--- config.mk ---
export PLATFORM = sky130hd
export DESIGN_NAME = mem_bus_ctrl
export DESIGN_NICKNAME = d
export VERILOG_FILES = /design/src/rtl/mem_bus_pkg.sv /design/src/rtl/mem_bus_timer.sv /design/src/rtl/mem_bus_ctrl.sv
export SDC_FILE = /design/constraint.sdc
export NUM_CORES = 1
export LEC_CHECK = 0
export ABC_AREA = 0
export CAP_MARGIN = 20
export CELL_PAD_IN_SITES_DETAIL_PLACEMENT = 0
export CELL_PAD_IN_SITES_GLOBAL_PLACEMENT = 1
export CORE_UTILIZATION = 30
export DETAILED_ROUTE_END_ITERATION = 16
export GPL_ROUTABILITY_DRIVEN = 0
export GPL_TIMING_DRIVEN = 0
export HOLD_SLACK_MARGIN = 0.1
export PLACE_DENSITY = 0.79
export SYNTH_ARGS = -nofsm -noshare
export SYNTH_HDL_FRONTEND = slang
export SYNTH_HIERARCHICAL = 1
export SYNTH_SLANG_ARGS = --single-unit
export TNS_END_PERCENT = 50
--- constraint.sdc ---
create_clock -name CLK -period 2.32 [get_ports CLK]
set_input_delay 0.696 -clock CLK [delete_from_list [all_inputs] [get_ports CLK]]
set_output_delay 0.696 -clock CLK [all_outputs]
set_load 0.01 [all_outputs]
--- src/rtl/mem_bus_pkg.sv ---
// Shared definitions for the memory bus controller: state encoding and the
// default abort limit for a memory access.
package mem_bus_pkg;

  localparam logic [2:0] ST_IDLE    = 3'd0;
  localparam logic [2:0] ST_RD_WAIT = 3'd1;
  localparam logic [2:0] ST_WR_WAIT = 3'd2;
  localparam logic [2:0] ST_FIN     = 3'd3;
  localparam logic [2:0] ST_ERR     = 3'd4;

  localparam logic [7:0] DEFAULT_TIMEOUT = 8'd16;

  function automatic logic isWaitState(input logic [2:0] state);
    return (state == ST_RD_WAIT) || (state == ST_WR_WAIT);
  endfunction

endpackage

--- src/rtl/mem_bus_timer.sv ---
// Eight-bit wait-cycle counter; flags expiry on the cycle whose increment
// would bring the count up to LIMIT.
module mem_bus_timer
  import mem_bus_pkg::*;
#(
  parameter logic [7:0] LIMIT = DEFAULT_TIMEOUT
) (
  input  logic i_clk,
  input  logic i_clr,
  input  logic i_clear,
  input  logic i_enable,
  output logic o_expired
);

  localparam logic [7:0] LAST = LIMIT - 8'd1;

  logic [7:0] r_count;

  // Saturates so a stuck enable can never wrap back below the limit.
  always_ff @(posedge i_clk) begin
    if (i_clr || i_clear) begin
      r_count <= '0;
    end else if (i_enable && (r_count != 8'hFF)) begin
      r_count <= r_count + 8'd1;
    end
  end

  assign o_expired = (r_count >= LAST);

endmodule

--- src/rtl/mem_bus_ctrl.sv ---
// Memory bus controller: turns single-cycle read/write requests into strobed
// memory accesses with variable-latency acknowledge and timeout abort.
module mem_bus_ctrl
  import mem_bus_pkg::*;
#(
  parameter logic [7:0] TIMEOUT = DEFAULT_TIMEOUT
) (
  input  logic        CLK,
  input  logic        CLR,
  input  logic [15:0] MAR_in,
  input  logic [15:0] MDR_in,
  input  logic        RD_req,
  input  logic        WR_req,
  output logic [15:0] M_bus_in,
  output logic        MMD_load,
  output logic        BUSY,
  output logic        DONE,
  output logic        BUS_ERR,
  output logic [15:0] mem_addr,
  output logic [15:0] mem_wdata,
  output logic        mem_re,
  output logic        mem_we,
  input  logic [15:0] mem_rdata,
  input  logic        mem_ack
);

  logic [2:0]  r_state;
  logic [2:0]  w_next;
  logic [15:0] r_addrQ;
  logic [15:0] r_wdataQ;
  logic [15:0] r_mBus;
  logic        r_isRead;
  logic        r_mmdLoad;
  logic        r_busy;
  logic        r_done;
  logic        r_busErr;
  logic        r_memRe;
  logic        r_memWe;
  logic        w_timerClear;
  logic        w_timerEnable;
  logic        w_expired;

  mem_bus_timer #(
    .LIMIT(TIMEOUT)
  ) u_timer (
    .i_clk    (CLK),
    .i_clr    (CLR),
    .i_clear  (w_timerClear),
    .i_enable (w_timerEnable),
    .o_expired(w_expired)
  );

  // Ack is checked before expiry so a last-moment acknowledge still succeeds.
  always_comb begin
    w_next        = r_state;
    w_timerClear  = 1'b0;
    w_timerEnable = 1'b0;
    case (r_state)
      ST_IDLE: begin
        w_timerClear = 1'b1;
        if (RD_req && !WR_req) begin
          w_next = ST_RD_WAIT;
        end else if (WR_req && !RD_req) begin
          w_next = ST_WR_WAIT;
        end else if (RD_req && WR_req) begin
          w_next = ST_ERR;
        end
      end
      ST_RD_WAIT, ST_WR_WAIT: begin
        if (mem_ack) begin
          w_next = ST_FIN;
        end else begin
          w_timerEnable = 1'b1;
          if (w_expired) begin
            w_next = ST_ERR;
          end
        end
      end
      ST_FIN:  w_next = ST_IDLE;
      ST_ERR:  w_next = ST_IDLE;
      default: w_next = ST_IDLE;
    endcase
  end

  // Every output is a flop loaded from the upcoming state, so strobes and
  // pulses line up exactly with the state they describe.
  always_ff @(posedge CLK) begin
    if (CLR) begin
      r_state   <= ST_IDLE;
      r_addrQ   <= '0;
      r_wdataQ  <= '0;
      r_mBus    <= '0;
      r_isRead  <= 1'b0;
      r_mmdLoad <= 1'b0;
      r_busy    <= 1'b0;
      r_done    <= 1'b0;
      r_busErr  <= 1'b0;
      r_memRe   <= 1'b0;
      r_memWe   <= 1'b0;
    end else begin
      r_state <= w_next;
      if (r_state == ST_IDLE) begin
        if (w_next == ST_RD_WAIT) begin
          r_addrQ  <= MAR_in;
          r_isRead <= 1'b1;
        end else if (w_next == ST_WR_WAIT) begin
          r_addrQ  <= MAR_in;
          r_wdataQ <= MDR_in;
          r_isRead <= 1'b0;
        end
      end
      if ((r_state == ST_RD_WAIT) && mem_ack) begin
        r_mBus <= mem_rdata;
      end
      r_memRe   <= (w_next == ST_RD_WAIT);
      r_memWe   <= (w_next == ST_WR_WAIT);
      r_busy    <= (w_next != ST_IDLE);
      r_done    <= (w_next == ST_FIN);
      r_mmdLoad <= (w_next == ST_FIN) && isWaitState(r_state) && (r_state == ST_RD_WAIT);
      r_busErr  <= (w_next == ST_ERR);
    end
  end

  assign M_bus_in  = r_mBus;
  assign MMD_load  = r_mmdLoad;
  assign BUSY      = r_busy;
  assign DONE      = r_done;
  assign BUS_ERR   = r_busErr;
  assign mem_addr  = r_addrQ;
  assign mem_wdata = r_wdataQ;
  assign mem_re    = r_memRe;
  assign mem_we    = r_memWe;

endmodule

==> impl_results.md, run 1 <==
- Status: completed
- Util after Layout: 48.8%
- Crit path capture type: register
- Crit-path cells: clkdlybuf4s50_1 -> nor2b_1 -> o22ai_1 -> a21oi_2 -> or3b_1
- Top FF cell, synth: dfxtp_1
- Peak VDD IR: 0.000303 V
- Gate power share: 20.4%
- Post-place setup slack: -0.512 ns
- Fin Clk Skew: 0.00759 ns
- Max Slew Vio Count: 0
- Residual DRC count: 0
- Worst Path Buf+Inv: 1
- Yosys reg bits: 65
- Clock Latency Late Sink: 0.34 ns
- Fmax: 459 MHz
- Area grow syn2layout: 57.2%
- Core area: 0.00826 mm2
- Grt ovf: 0
- Avg WL per Cell: 12.7 um
- FFs w/ async S/R, synth: 0%
- RSZ-0062 raised after global routing: no
- Vias in the first global route: 2166
- Leakage: 1.54 nW
- Largest net degree at the start of global routing: 13
- Headroom to the max-slew limit: 63.3%
- Port Buffers: 106
- CP max stage delay: 0.54 ns
- Max H-tree Level: 3
- Hold_buf cts: 0
- Crit Path Category: input pin to register
- DR iter-0 viols: 40
- Clock buffer depth: 2
- Worst slew pin tran: 0.547 ns
- Final Hold Vio Count: 0
- DR vias/cell: 4.50
- Fraction of layout cells with a size suffix above 1: 10.8%
- Clock slew seen by the registers of the worst setup and hold paths: 0.07 ns
- Post-route setup slack: 0.141 ns
- Post-Syn Nets: 339
- Cts bufs inserted: 9
- Clock period minus worst slack: 2.18 ns
- Clock sinks: 65
- Required time of the critical path: 2.53 ns
- Worst path top cell family by delay: simple AND/OR/NAND/NOR gates
- Vias: 2303
- Antenna diodes: 0
- CP startpoint kind: input pin
- I/O pin total: 107
- Min-Delay Path Class: register to register
- Post-route cell area: 0.00403 mm2
- Gate Count Post-Synth: 285
- Distinct cells, synth: 45
- Tot GR Track Use: 14.9%
- Crit path DAT: 2.39 ns
- DIE AREA: 0.00892 mm2
- Psw: 0.765 mW
- Root Driver: clkbuf_8
- Initial antenna violation count: 0
- Yosys warnings: 6
- Syn avg cell area: 9.00 um2
- Pwr Density: 754 mW/mm2
- Post-synthesis sequential area ratio: 50.7%
- Die height: 94.5 um
- Post-DP Area: 0.00376 mm2
- Final period util: 93.9%
- Internal power: 2.28 mW
- First-pass GRT wire length: 10200 um
- Max_cap viols: 0
- Final Setup Violations: 0
- Sequential share of power: 40.6%
- Net Sw Frac: 25.1%
- Total Wirelength: 6520 um
- Router iterations before antenna repair: 4
- Starting density of the core: 31.1%
- Dpl hpwl: 4740 um
- Critical Path Slowest Stage Cell: clkdlybuf4s50_1
- CTS tree: yes
- Final nets: 456
- Post-Layout Cell Count: 512
- Inst Count DP: 496
- Worst-path maximum fanout: 7
- Die width: 94.5 um
- Mapped Area: 0.00256 mm2
- Row count: 33
- Clock power share: 39.1%
- Residual antenna-violating net count after detailed routing: 0
- Post-synth EDFFs: 0
per-stage QoR:
stage | TNS [ns] | power [mW] | hold slack [ns]
floorplan | 0 | 1.57 | 0.481
global placement | -11.44 | 1.87 | 0.441
detailed placement | -11.15 | 1.87 | 0.446
CTS | 0 | 3.09 | 0.456
global route | 0 | 3.19 | 0.466
finish | 0 | 3.04 | 0.454
logic make-up after synthesis:
group / synth area share (%)
adder cells (fa/ha/maj): 0.488
AO/OA/AOI/OAI: 11.4
buffers and inverters: 4.78
AND/OR/NAND/NOR: 24.5
flip-flops: 50.7
multiplexers: 7.41
XOR/XNOR: 0.683
layout make-up:
type                            instances  area [um2]
Fill cell                             823        4230
Sequential cell                        65        1300
Multi-Input combinational cell        198        1160
Timing Repair Buffer                  106        1060
Clock buffer                           10         138
Tap cell                              105         131
Clock inverter                          6         114
Buffer                                 16         103
Inverter                                6        22.5
per-layer routing:
| layer | wire length, um | global-route usage [%] |
|---|---|---|
| met1 | 3040 | 18.9 |
| met2 | 2890 | 23.2 |
| met3 | 441 | 3.70 |
| met4 | 148 | 8.33 |
| met5 | 0 | 0 |
cells in the final DEF, fill, tap and decap left out, types with 2 or more instances in the layout:
cell type        instances
buf_2                    4
nor3b_1                  3
a21oi_2                  3
nor4_1                   2
nand2b_1                 3
nand4_1                  2
nor3_2                   3
buf_6                    3
dfxtp_1                 65
a2111oi_2                2
nor2_1                  21
bufinv_16                3
mux2i_1                 19
clkinvlp_4               2
a211oi_1                 2
a21oi_1                 33
nand3_1                  3
o21ai_0                  2
clkbuf_8                10
clkbuf_2                 3
and3b_1                  2
clkbuf_1                 5
inv_1                    6
clkdlybuf4s50_1        106
nand2_1                 74
cell usage after synthesis (all sizes together), types with 5 or more instances:
library cell | count | area [um2]
nor3 | 5 | 35.0
clkbuf | 8 | 31.3
a21oi | 36 | 188
buf | 8 | 68.8
nand2 | 75 | 284
dfxtp | 65 | 1300
inv | 6 | 22.5
nor2 | 22 | 98.9
mux2i | 19 | 190
power by group through the flow:
stage	logic (mW)	clock network, mW	registers, mW
after floorplan	0.274	0	1.29
after global placement	0.610	0	1.26
after detailed placement	0.615	0	1.26
after CTS	0.620	1.23	1.23
after global routing	0.677	1.27	1.24
final	0.619	1.19	1.23
tightest hold or removal path, cell delays in order, from the launching register on:
cell     delay, ns
dfxtp_1       0.31
nand2_1       0.05
a21oi_1       0.05
final timing paths:
kind	slack (ns)	endpoint	startpoint	cells after the start
worst min-delay path	0.45	mem_wdata[14]	mem_wdata[14]	2
worst max register to register	0.21	BUSY	u_timer/r_count[0]	7
worst max-delay path	0.14	BUSY	mem_ack	5
worst min register to register	0.45	mem_wdata[14]	mem_wdata[14]	2
repair_timing:
action	4_1_cts	5_1_grt
resized for setup	3	3
buffers inserted	0	0
pin swaps	0	0
endpoints found under the setup margin	15	13
endpoints found under the hold margin	0	0
flip-flops by register name (all words and copies together), names as in the netlist:
register	cells
M_bus_in	16
r_state	3
BUSY	1
mem_re	1
mem_addr	16
BUS_ERR	1
u_timer/r_count	8
mem_wdata	16
DONE	1
mem_we	1
MMD_load	1
Power figures use the tool's default switching activity.
==> inputs of run 2 (changes only) <==
- clock period: 2.32 -> 2.18 ns (I/O delays scaled with it)
==> run 2 against run 1 <==
- setup slack worse by 0.083 ns
- hold slack unchanged
- die area unchanged
- wire length up 0.15%
- register-to-register slack worse by 0.07 ns
- sequential share of layout area about the same
- clock-buffer cell count unchanged
- total power up 6.5%
- combinational power up 6.8%
- global-route usage up 0.068 points
- first-iteration DRC count up 15%
==> impl_results.md, run 2 (same netlist as run 1, synthesis figures left out) <==
- CTS tree: yes
- Leakage: 1.54 nW (+0.18%)
- Final Hold Vio Count: 0 (unchanged)
- Worst Path Buf+Inv: 1 (unchanged)
- Hold_buf cts: 0 (unchanged)
- Clock buffer depth: 2 (unchanged)
- Residual DRC count: 0 (unchanged)
- Psw: 0.815 mW (+6.5%)
- Avg WL per Cell: 12.8 um (+0.15%)
- Worst R2R Setup Slack: 0.14 ns (-0.07 ns)
- Multi-input logic area: 0.00116 mm2 (+0.22%)
- Post-DP Area: 0.00376 mm2 (unchanged)
- Hold Crit Depth: 2 (unchanged)
- Die width: 94.5 um (unchanged)
- DR vias/cell: 4.51 (+0.35%)
- Net Sw Frac: 25.2% (about the same)
- Critical Path Slowest Stage Cell: clkdlybuf4s50_1
- Clock Latency Late Sink: 0.34 ns (about the same)
- Final period util: 97.3%
- Initial antenna violation count: 0 (unchanged)
- Vias in the first global route: 2184 (+0.83%)
- Min-Delay Path Class: register to register
- Largest net degree at the start of global routing: 13 (unchanged)
- Tot GR Track Use: 15.0% (+0.068 points)
- Most common cell after layout, fill and taps aside: clkdlybuf4s50_1
- Status: completed
- Clock power share: 39.0% (about the same)
- Required time of the critical path: 2.41 ns (-0.12 ns)
- Crit-path cells: clkdlybuf4s50_1 -> nor3_4 -> nand4_1 -> or4_1 -> and3_1
- Pwr Density: 802 mW/mm2 (+6.4%)
- Row count: 33 (unchanged)
- Cts bufs inserted: 9 (unchanged)
- Die height: 94.5 um (unchanged)
- CP max stage delay: 0.55 ns (about the same)
- Clock sinks: 65 (unchanged)
- Crit path DAT: 2.36 ns (-0.03 ns)
- Core area: 0.00826 mm2 (unchanged)
- Vias: 2311 (+0.35%)
- Sequential share of power: 40.6% (about the same)
- I/O pin total: 107 (unchanged)
- Grt ovf: 0 (unchanged)
- Max_cap viols: 0 (unchanged)
- Worst-path maximum fanout: 7 (unchanged)
- Critical path depth: 5 (unchanged)
- Crit Path Category: input pin to register
- Register-to-Register Path Depth: 7 (unchanged)
- Final nets: 456 (unchanged)
- Final Power: 3.24 mW (+6.5%)
- Most frequent cells in the layout: clkdlybuf4s50_1, nand2_1, dfxtp_1
- Gate power share: 20.4% (about the same)
- Reg area: 0.00130 mm2 (unchanged)
- CP startpoint kind: input pin
- DIE AREA: 0.00892 mm2 (unchanged)
- Area grow syn2layout: 57.3% (about the same)
- Router iterations before antenna repair: 4 (unchanged)
- Final Setup Violations: 0 (unchanged)
- Fin Clk Skew: 0.00793 ns (+0.000332 ns)
- Clock period minus worst slack: 2.12 ns
- Fmax: 471 MHz
- Headroom to the max-slew limit: 63.5% (+0.20 points)
- RSZ-0062 raised after global routing: yes
- Internal power: 2.42 mW (+6.4%)
- Max Slew Vio Count: 0 (unchanged)
- FILL cells: 823 (unchanged)
- DR iter-0 viols: 46 (+15%)
- Peak VDD IR: 0.000323 V (+6.4%)
- Setup TNS: 0 ns (unchanged)
- Residual antenna-violating net count after detailed routing: 0 (unchanged)
- Clock slew seen by the registers of the worst setup and hold paths: 0.07 ns (about the same)
- Max H-tree Level: 3 (unchanged)
- Post-route cell area: 0.00404 mm2 (about the same)
- First-pass GRT wire length: 10200 um (+0.61%)
- Worst slew pin tran: 0.544 ns (-0.00298 ns)
- Worst path top cell family by delay: simple AND/OR/NAND/NOR gates
- Antenna diodes: 0 (unchanged)
- Total Wirelength: 6530 um (+0.15%)
- Fraction of layout cells with a size suffix above 1: 11.3% (+0.49 points)
- Port Buffers: 106 (unchanged)
- Root Driver: clkbuf_8
- Starting density of the core: 31.1% (unchanged)
- Crit path capture type: register
- Dpl hpwl: 4740 um (unchanged)
## run 2: routing by layer
layer	up-vias	wire, um	GRT usage, %
met3	12	452	3.70
li1	1202	-	-
met2	71	2910	23.4
met4	0	148	8.46
met5	-	0	0
met1	1026	3020	18.8
## run 2: area by class of cell
cell class	instances	area share, %
sequential	65	32.2
multi-input combinational	198	28.8
timing repair buffer	106	26.3
clock buffer	10	3.41
tap	105	3.26
clock inverter	6	2.82
buffer	16	2.57
inverter	6	0.558
## run 2: stage by stage
stage,utilization (%),instances,setup WS [ns],hold WS [ns]
6_report,48.9,512,0.0581,0.454
2_1_floorplan,-,285,0.164,0.481
5_1_grt,48.9,512,-0.0125,0.466
3_5_place_dp,45.5,496,-0.610,0.446
4_1_cts,48.7,512,0.0246,0.456
3_3_place_gp,45.5,496,-0.633,0.441
## run 2: final timing paths
path	start	end
worst max register to register	u_timer/r_count[0]	BUSY
worst min-delay path	mem_wdata[14]	mem_wdata[14]
worst min register to register	mem_wdata[14]	mem_wdata[14]
worst max-delay path	mem_ack	u_timer/r_count[6]
## run 2: worst min-delay path, cell delays in order (launching register included)
cell and delay, ns:
dfxtp_1 0.31, nand2_1 0.05, a21oi_1 0.05
## run 2: repair_timing
item                                    4_1_cts  5_1_grt
endpoints found under the setup margin       28       10
buffers inserted                              0        0
gates resized for setup                       5        4
pin swaps                                     0        1
## run 2: power by group through the flow
| stage | registers (mW) | clock network [mW] | logic (mW) |
|---|---|---|---|
| global route | 1.32 | 1.36 | 0.721 |
| CTS | 1.31 | 1.31 | 0.665 |
| finish | 1.31 | 1.26 | 0.661 |
| global placement | 1.34 | 0 | 0.649 |
| detailed placement | 1.34 | 0 | 0.654 |
| floorplan | 1.38 | 0 | 0.292 |
